<file path="config.mk">
export PLATFORM = sky130hd
export DESIGN_NAME = ysyx_25040109_axi_arbiter
export DESIGN_NICKNAME = d
export VERILOG_FILES = /design/src/rtl/ysyx_25040109_axi_arbiter.sv
export SDC_FILE = /design/constraint.sdc
export NUM_CORES = 1
export LEC_CHECK = 0
export ABC_AREA = 1
export BUFFER_PORTS_ARGS = -buffer_cell sky130_fd_sc_hd__buf_2
export CORE_AREA = 2 2 147 149
export CTS_CLUSTER_DIAMETER = 80
export DETAILED_ROUTE_END_ITERATION = 16
export DIE_AREA = 0 0 149 151
export PLACE_DENSITY = 0.48
export SKIP_LAST_GASP = 1
export SLEW_MARGIN = 15
export SYNTH_ARGS = -nofsm -noshare
export SYNTH_HDL_FRONTEND = slang
export SYNTH_SLANG_ARGS = --single-unit
export TNS_END_PERCENT = 5
</file>
<file path="constraint.sdc">
create_clock -name clk -period 2.2 [get_ports clk]
set_input_delay 0.33 -clock clk [delete_from_list [all_inputs] [get_ports clk]]
set_output_delay 0.33 -clock clk [all_outputs]
set_load 0.005 [all_outputs]
</file>
<file path="src/rtl/ysyx_25040109_axi_arbiter.sv">
// rtl/ysyx_25040109_axi_arbiter.sv - IFU/LSU to single-slave AXI arbiter, one outstanding transaction
// Round-robin between masters; inside the LSU a pending write beats a pending read.
module ysyx_25040109_axi_arbiter #(
  parameter logic [3:0] IFU_ID         = 4'd0,
  parameter logic [3:0] LSU_ID         = 4'd1,
  parameter logic       FIRST_PRIO_LSU = 1'b0
) (
  input  logic        clk,
  input  logic        rst_n,
  input  logic        ifu_arvalid,
  output logic        ifu_arready,
  input  logic [31:0] ifu_araddr,
  output logic        ifu_rvalid,
  input  logic        ifu_rready,
  output logic [31:0] ifu_rdata,
  output logic [1:0]  ifu_rresp,
  output logic        ifu_rlast,
  input  logic        lsu_arvalid,
  output logic        lsu_arready,
  input  logic [31:0] lsu_araddr,
  output logic        lsu_rvalid,
  input  logic        lsu_rready,
  output logic [31:0] lsu_rdata,
  output logic [1:0]  lsu_rresp,
  output logic        lsu_rlast,
  input  logic        lsu_awvalid,
  output logic        lsu_awready,
  input  logic [31:0] lsu_awaddr,
  input  logic        lsu_wvalid,
  output logic        lsu_wready,
  input  logic [31:0] lsu_wdata,
  input  logic [3:0]  lsu_wstrb,
  output logic        lsu_bvalid,
  input  logic        lsu_bready,
  output logic [1:0]  lsu_bresp,
  output logic        m_arvalid,
  input  logic        m_arready,
  output logic [31:0] m_araddr,
  output logic [3:0]  m_arid,
  input  logic        m_rvalid,
  output logic        m_rready,
  input  logic [31:0] m_rdata,
  input  logic [1:0]  m_rresp,
  input  logic [3:0]  m_rid,
  input  logic        m_rlast,
  output logic        m_awvalid,
  input  logic        m_awready,
  output logic [31:0] m_awaddr,
  output logic        m_wvalid,
  input  logic        m_wready,
  output logic [31:0] m_wdata,
  output logic [3:0]  m_wstrb,
  input  logic        m_bvalid,
  output logic        m_bready,
  input  logic [1:0]  m_bresp
);

  typedef enum logic [2:0] {IDLE, IFU_AR, IFU_R, LSU_AR, LSU_R, LSU_WR, LSU_B} state_t;

  state_t state, state_nxt;
  logic   rr_last, rr_last_nxt;  // 1: LSU was the master served last
  logic   aw_done, aw_done_nxt;
  logic   w_done, w_done_nxt;
  logic   lsu_req, aw_fire, w_fire;
  logic   unused_rid;

  always_ff @(posedge clk) begin
    if (!rst_n) begin
      state   <= IDLE;
      rr_last <= ~FIRST_PRIO_LSU;
      aw_done <= 1'b0;
      w_done  <= 1'b0;
    end else begin
      state   <= state_nxt;
      rr_last <= rr_last_nxt;
      aw_done <= aw_done_nxt;
      w_done  <= w_done_nxt;
    end
  end

  always_comb begin
    state_nxt   = state;
    rr_last_nxt = rr_last;
    aw_done_nxt = aw_done;
    w_done_nxt  = w_done;
    ifu_arready = 1'b0;
    ifu_rvalid  = 1'b0;
    lsu_arready = 1'b0;
    lsu_rvalid  = 1'b0;
    lsu_awready = 1'b0;
    lsu_wready  = 1'b0;
    lsu_bvalid  = 1'b0;
    m_arvalid   = 1'b0;
    m_rready    = 1'b0;
    m_awvalid   = 1'b0;
    m_wvalid    = 1'b0;
    m_bready    = 1'b0;
    aw_fire     = 1'b0;
    w_fire      = 1'b0;
    lsu_req     = lsu_awvalid | lsu_arvalid;
    case (state)
      IDLE: begin
        if (ifu_arvalid && (!lsu_req || rr_last)) begin
          state_nxt   = IFU_AR;
          rr_last_nxt = 1'b0;
        end else if (lsu_req) begin
          state_nxt   = lsu_awvalid ? LSU_WR : LSU_AR;
          rr_last_nxt = 1'b1;
        end
      end
      IFU_AR: begin
        m_arvalid   = ifu_arvalid;
        ifu_arready = m_arready;
        if (!ifu_arvalid)   state_nxt = IDLE;
        else if (m_arready) state_nxt = IFU_R;
      end
      IFU_R: begin
        ifu_rvalid = m_rvalid;
        m_rready   = ifu_rready;
        if (m_rvalid && ifu_rready && m_rlast) state_nxt = IDLE;
      end
      LSU_AR: begin
        m_arvalid   = lsu_arvalid;
        lsu_arready = m_arready;
        if (!lsu_arvalid)   state_nxt = IDLE;
        else if (m_arready) state_nxt = LSU_R;
      end
      LSU_R: begin
        lsu_rvalid = m_rvalid;
        m_rready   = lsu_rready;
        if (m_rvalid && lsu_rready && m_rlast) state_nxt = IDLE;
      end
      LSU_WR: begin
        // done flags keep a held valid from issuing a second handshake
        m_awvalid   = lsu_awvalid & ~aw_done;
        lsu_awready = m_awready & ~aw_done;
        m_wvalid    = lsu_wvalid & ~w_done;
        lsu_wready  = m_wready & ~w_done;
        aw_fire     = m_awvalid & m_awready;
        w_fire      = m_wvalid & m_wready;
        if (aw_fire) aw_done_nxt = 1'b1;
        if (w_fire)  w_done_nxt  = 1'b1;
        if ((aw_done || aw_fire) && (w_done || w_fire)) state_nxt = LSU_B;
      end
      LSU_B: begin
        lsu_bvalid = m_bvalid;
        m_bready   = lsu_bready;
        if (m_bvalid && lsu_bready) begin
          aw_done_nxt = 1'b0;
          w_done_nxt  = 1'b0;
          state_nxt   = IDLE;
        end
      end
      default: state_nxt = IDLE;
    endcase
  end

  assign m_araddr   = (state == LSU_AR) ? lsu_araddr : ifu_araddr;
  assign m_arid     = (state == LSU_AR) ? LSU_ID : IFU_ID;
  assign m_awaddr   = lsu_awaddr;
  assign m_wdata    = lsu_wdata;
  assign m_wstrb    = lsu_wstrb;
  assign ifu_rdata  = m_rdata;
  assign ifu_rresp  = m_rresp;
  assign ifu_rlast  = m_rlast;
  assign lsu_rdata  = m_rdata;
  assign lsu_rresp  = m_rresp;
  assign lsu_rlast  = m_rlast;
  assign lsu_bresp  = m_bresp;
  // the single-outstanding rule makes the grant, not the ID, the routing key
  assign unused_rid = ^m_rid;

endmodule

</file>
======== After elaboration in Yosys (flattened, before gate mapping) ========
Index checks and enable logic that the tools add are counted.
operators by class
  multiplexer cells ....................... 33
  eq/ne operators ......................... 15
  reduce and logical (&&, ||, !) cells .... 18
  bitwise logic cells ..................... 9
operators with widths
  operator            count
  $mux 3              11
  $mux 32             1
  $pmux 3 s7          1
  $mux 1              16
  $ne 2x2->1 const B  6
  $eq 3x3->1 const B  3
  $ne 3x3->1 const B  3
  $pmux 1 s2          4
  $logic_and 1x1->1   7
  $reduce_and 7->1    1
  $and 1x1->1         6
  $eq 3x2->1 const B  2
  $reduce_and 3->1    2
  $reduce_bool 2->1   2
  $eq 3x1->1 const B  1
  $logic_not 3->1     1
  $logic_or 1x1->1    3
  $not 1->1           2
  $reduce_and 2->1    1
  $logic_not 1->1     1
  $or 1x1->1          1
word-level totals
  bits in registers ....................... 6
  logic and storage cells ................. 79
  output and inout bits ................... 188

======== Longest topological paths before layout ========
  depth in word-level cells ............... 7
  depth in mapped cells ................... 11
  mapped depth without buffers ............ 10

======== Worst setup path before layout ========
OpenSTA, ideal clock, no wires.
  path type ............................... reg-to-output
  start point ............................. register state[2]
  end point ............................... output m_araddr[22]
  buffers on the path ..................... 2
  cell stages (with the launch flop) ...... 7
  data required time ...................... 1.870 ns
  data arrival time ....................... 1.033 ns
  path slack .............................. 0.837 ns
  cells stage by stage .................... dfxtp_1 buf_6 inv_2 nand3_2 clkbuf_1 nand2_1 nand2_1
between the ends
  longest elaborated chain between the ends .. 2
RTL lines
  item                      RTL line  RTL
  start: declaration        60        state_t state, state_nxt;
  start signal: assignment  74        state <= state_nxt;
  $eq 3x2->1                158       assign m_araddr = (state == LSU_AR) ? lsu_araddr : ifu_araddr;
  $mux 32                   158
  end: declaration          38        output logic [31:0] m_araddr,
No other way between the ends.

======== Worst setup path after layout ========
  start point ............................. register state[0]
  end point ............................... output m_araddr[23]
Same word-level chain as after synthesis.

==> results.py <==
metrics = {
    "synthesis": {
        "yosysSeqAreaShare_pct": 5.86,
        "yosys-top-cells-area": "buf_4 53%, nand2_1 20%, dfxtp_1 5.9%",
        "yosys.cell_types.count": 24,
        "syn_avg_cell_area_sq_um": 5.93,
        "yosys.area.top_type": "buf_4",
        "ys_seq_elements": 6,
        "synth_area_sq_mm": 0.00205,
        "synth_top_area_share_pct": 52.7,
        "syn_inst": 346,
        "ys_warn_count": 0,
    },
    "power_and_ir_drop": {
        "ir_drop_mv": 0.315,
        "power_leakage_nw": 1.13,
        "power_density_mw_per_mm2": 594,
    },
    "layout": {
        "multi_input_area_sq_um": 774,
        "fin_util_pct": 9.73,
        "regArea_sq_um": 120,
        "antenna_cells": 0,
        "fin_cells": 604,
        "area_growth_pct": -1.16,
        "layout.nets": 518,
        "nFillCells": 2490,
        "drive_gt1_share_pct": 44.7,
    },
    "clock_tree": {
        "insertion_delay_ns": 0.22,
        "cts_max_level": 1,
        "cts_tree": "done",
        "cts_resized": 0,
        "cts.clk_slew.worst_paths_ns": 0.03,
        "clock_sinks": 6,
        "cts-root-buf": "clkbuf_16",
        "ctsHoldBuffers": 0,
        "postCtsSetupRepairBufs": 0,
        "clk_path_buf_depth": 2,
        "numCtsBuffers": 3,
    },
    "worst_setup_path": {
        "worstPathRequired_ns": 1.87,
        "critPathLaunch": "state[0]$_SDFFE_PN0P_",
        "crit_arrival_ns": 1.58,
        "path_buf_inv": 2,
        "cpMostUsedCell": "nand2_1",
        "path_cells": "nand2_1 -> nor2_4 -> buf_4 -> nand2_1 -> nand2_1 -> buf_2",
        "crit_path_start_kind": "flip-flop",
        "cpPeakStageDelay_ns": 0.56,
        "crit_family": "flip-flops",
        "critPathSlowestCell": "dfxtp_1",
        "worst_setup_path_end_kind": "primary output",
        "timing.rr.start": "state[0]$_SDFFE_PN0P_",
        "worstPathMaxFanout": 20,
        "worstSetupPathType": "reg2out",
    },
    "drt": {
        "first_pass_iters": 4,
        "num_vias": 1813,
        "drtAntennaViolNets": 0,
        "drc_errors": 0,
        "drt_iter0_drc": 67,
        "avgViaCountPerCell": 3.00,
        "routed_wl_um": 6980,
        "wl_per_cell_um": 11.6,
    },
    "floorplanning": {
        "die_h_um": 151,
        "die_w_um": 149,
        "io-pin-count": 375,
        "core-area_sq_mm": 0.0208,
        "rows": 53,
        "initial_core_util_pct": 9.85,
        "dieArea_sq_mm": 0.0225,
    },
    "global_route": {
        "grt_pass1_vias": 1519,
        "grt_util_all_layers_pct": 5.26,
        "antenna_found_initial": 0,
        "grt_max_degree": 29,
        "grt_first_pass_wirelength_um": 8740,
        "grt_overflow": 0,
    },
    "timing": {
        "fmax_mhz": 524,
        "setup_viol": 0,
        "fin_hold_ws_ns": 0.365,
        "fin_crit_ns": 1.91,
        "tns_ns": 0,
        "fin_crit_sh_pct": 86.8,
        "slew_viol_final": 0,
        "rsz0062_at_grt": "no",
        "fin_skew_ns": 0.000132,
        "final.setup.worst_slack_ns": 0.291,
        "hold_violations": 0,
    },
    "flow_run": {
        "cap_violations": 0,
    },
    "placed_design": {
        "gp_congestion": 0.695,
        "dp.cells": 601,
        "dp_hpwl_um": 5890,
        "numPortBuffers": 125,
        "pre_cts_ws_ns": 0.494,
    },
    "run_status": {
        "status": "finished, final reports clean",
    },
    "min_path": {
        "hp-start": "rst_n",
        "hold_path_class": "in2reg",
    },
}
[power by group]
| group | internal [mW] | leakage, nW | switching (mW) |
|---|---|---|---|
| clock network | 0.233 | 0.0370 | 0.0576 |
| logic | 0.296 | 1.04 | 0.404 |
| registers | 0.149 | 0.0494 | 0.0652 |
| total | 0.678 | 1.13 | 0.526 |
[final cells by class]
| type | count | area share (%) |
|---|---|---|
| multi-input combinational | 179 | 38.2 |
| timing repair buffer | 129 | 33.0 |
| tap | 275 | 17.0 |
| sequential | 6 | 5.93 |
| clock buffer | 3 | 3.70 |
| inverter | 12 | 2.22 |
[final timing paths]
path	to	slack (ns)	depth (start not counted)
worst max register to register	state[1]$_SDFFE_PN0P_	0.50	10
worst min register to register	rr_last$_SDFFE_PN1P_	0.49	2
worst min-delay path	rr_last$_SDFFE_PN1P_	0.36	2
worst max-delay path	m_araddr[23]	0.29	6
[synthesized netlist by cell type (all sizes together)]
library cell,n
a31oi,1
conb,1
clkbuf,3
dfxtp,6
o21ai,5
nor4,2
a21oi,5
nand2,113
nand4,2
buf,148
nand3,16
nor2,28
inv,12
o31ai,1
nor3b,1
nor3,2
[kinds of logic after synthesis]
kind of cell	Yosys count	synth area share (%)
AND/OR/NAND/NOR	164	33.9
buffers and inverters	163	56.7
AO/OA/AOI/OAI	12	3.36
flip-flops	6	5.86
other	1	0.183
[state kept, by name, summed over array words and instances (netlist names)]
signal	flops
state	3
aw_done	1
w_done	1
rr_last	1
[layer usage]
metal / global-route usage, % / wire length [um]
met1: 4.77 / 2250
met2: 7.74 / 2820
met3: 3.95 / 1280
met4: 4.57 / 627
met5: 0 / 0
[cells in the final DEF (no fill, tap or decap)]
cell	count
a21oi_1	5
a31oi_1	1
buf_12	1
buf_2	125
buf_4	3
clkbuf_16	3
conb_1	3
dfxtp_1	6
inv_1	9
inv_2	3
nand2_1	110
nand2_2	3
nand3_1	14
nand3_2	2
nand4_1	2
nor2_1	22
nor2_2	4
nor2_4	2
nor3_1	2
nor3b_1	1
nor4_1	2
o21ai_0	4
o21ai_1	1
o31ai_2	1
[through the flow]
step | area (sq um) | total power [mW]
after floorplan | 2060 | 0.847
after global placement | 1950 | 0.927
after detailed placement | 1950 | 0.931
after CTS | 2030 | 1.23
after global routing | 2030 | 1.34
final | 2030 | 1.20
Note: power is estimated with default switching activity, not from simulation.
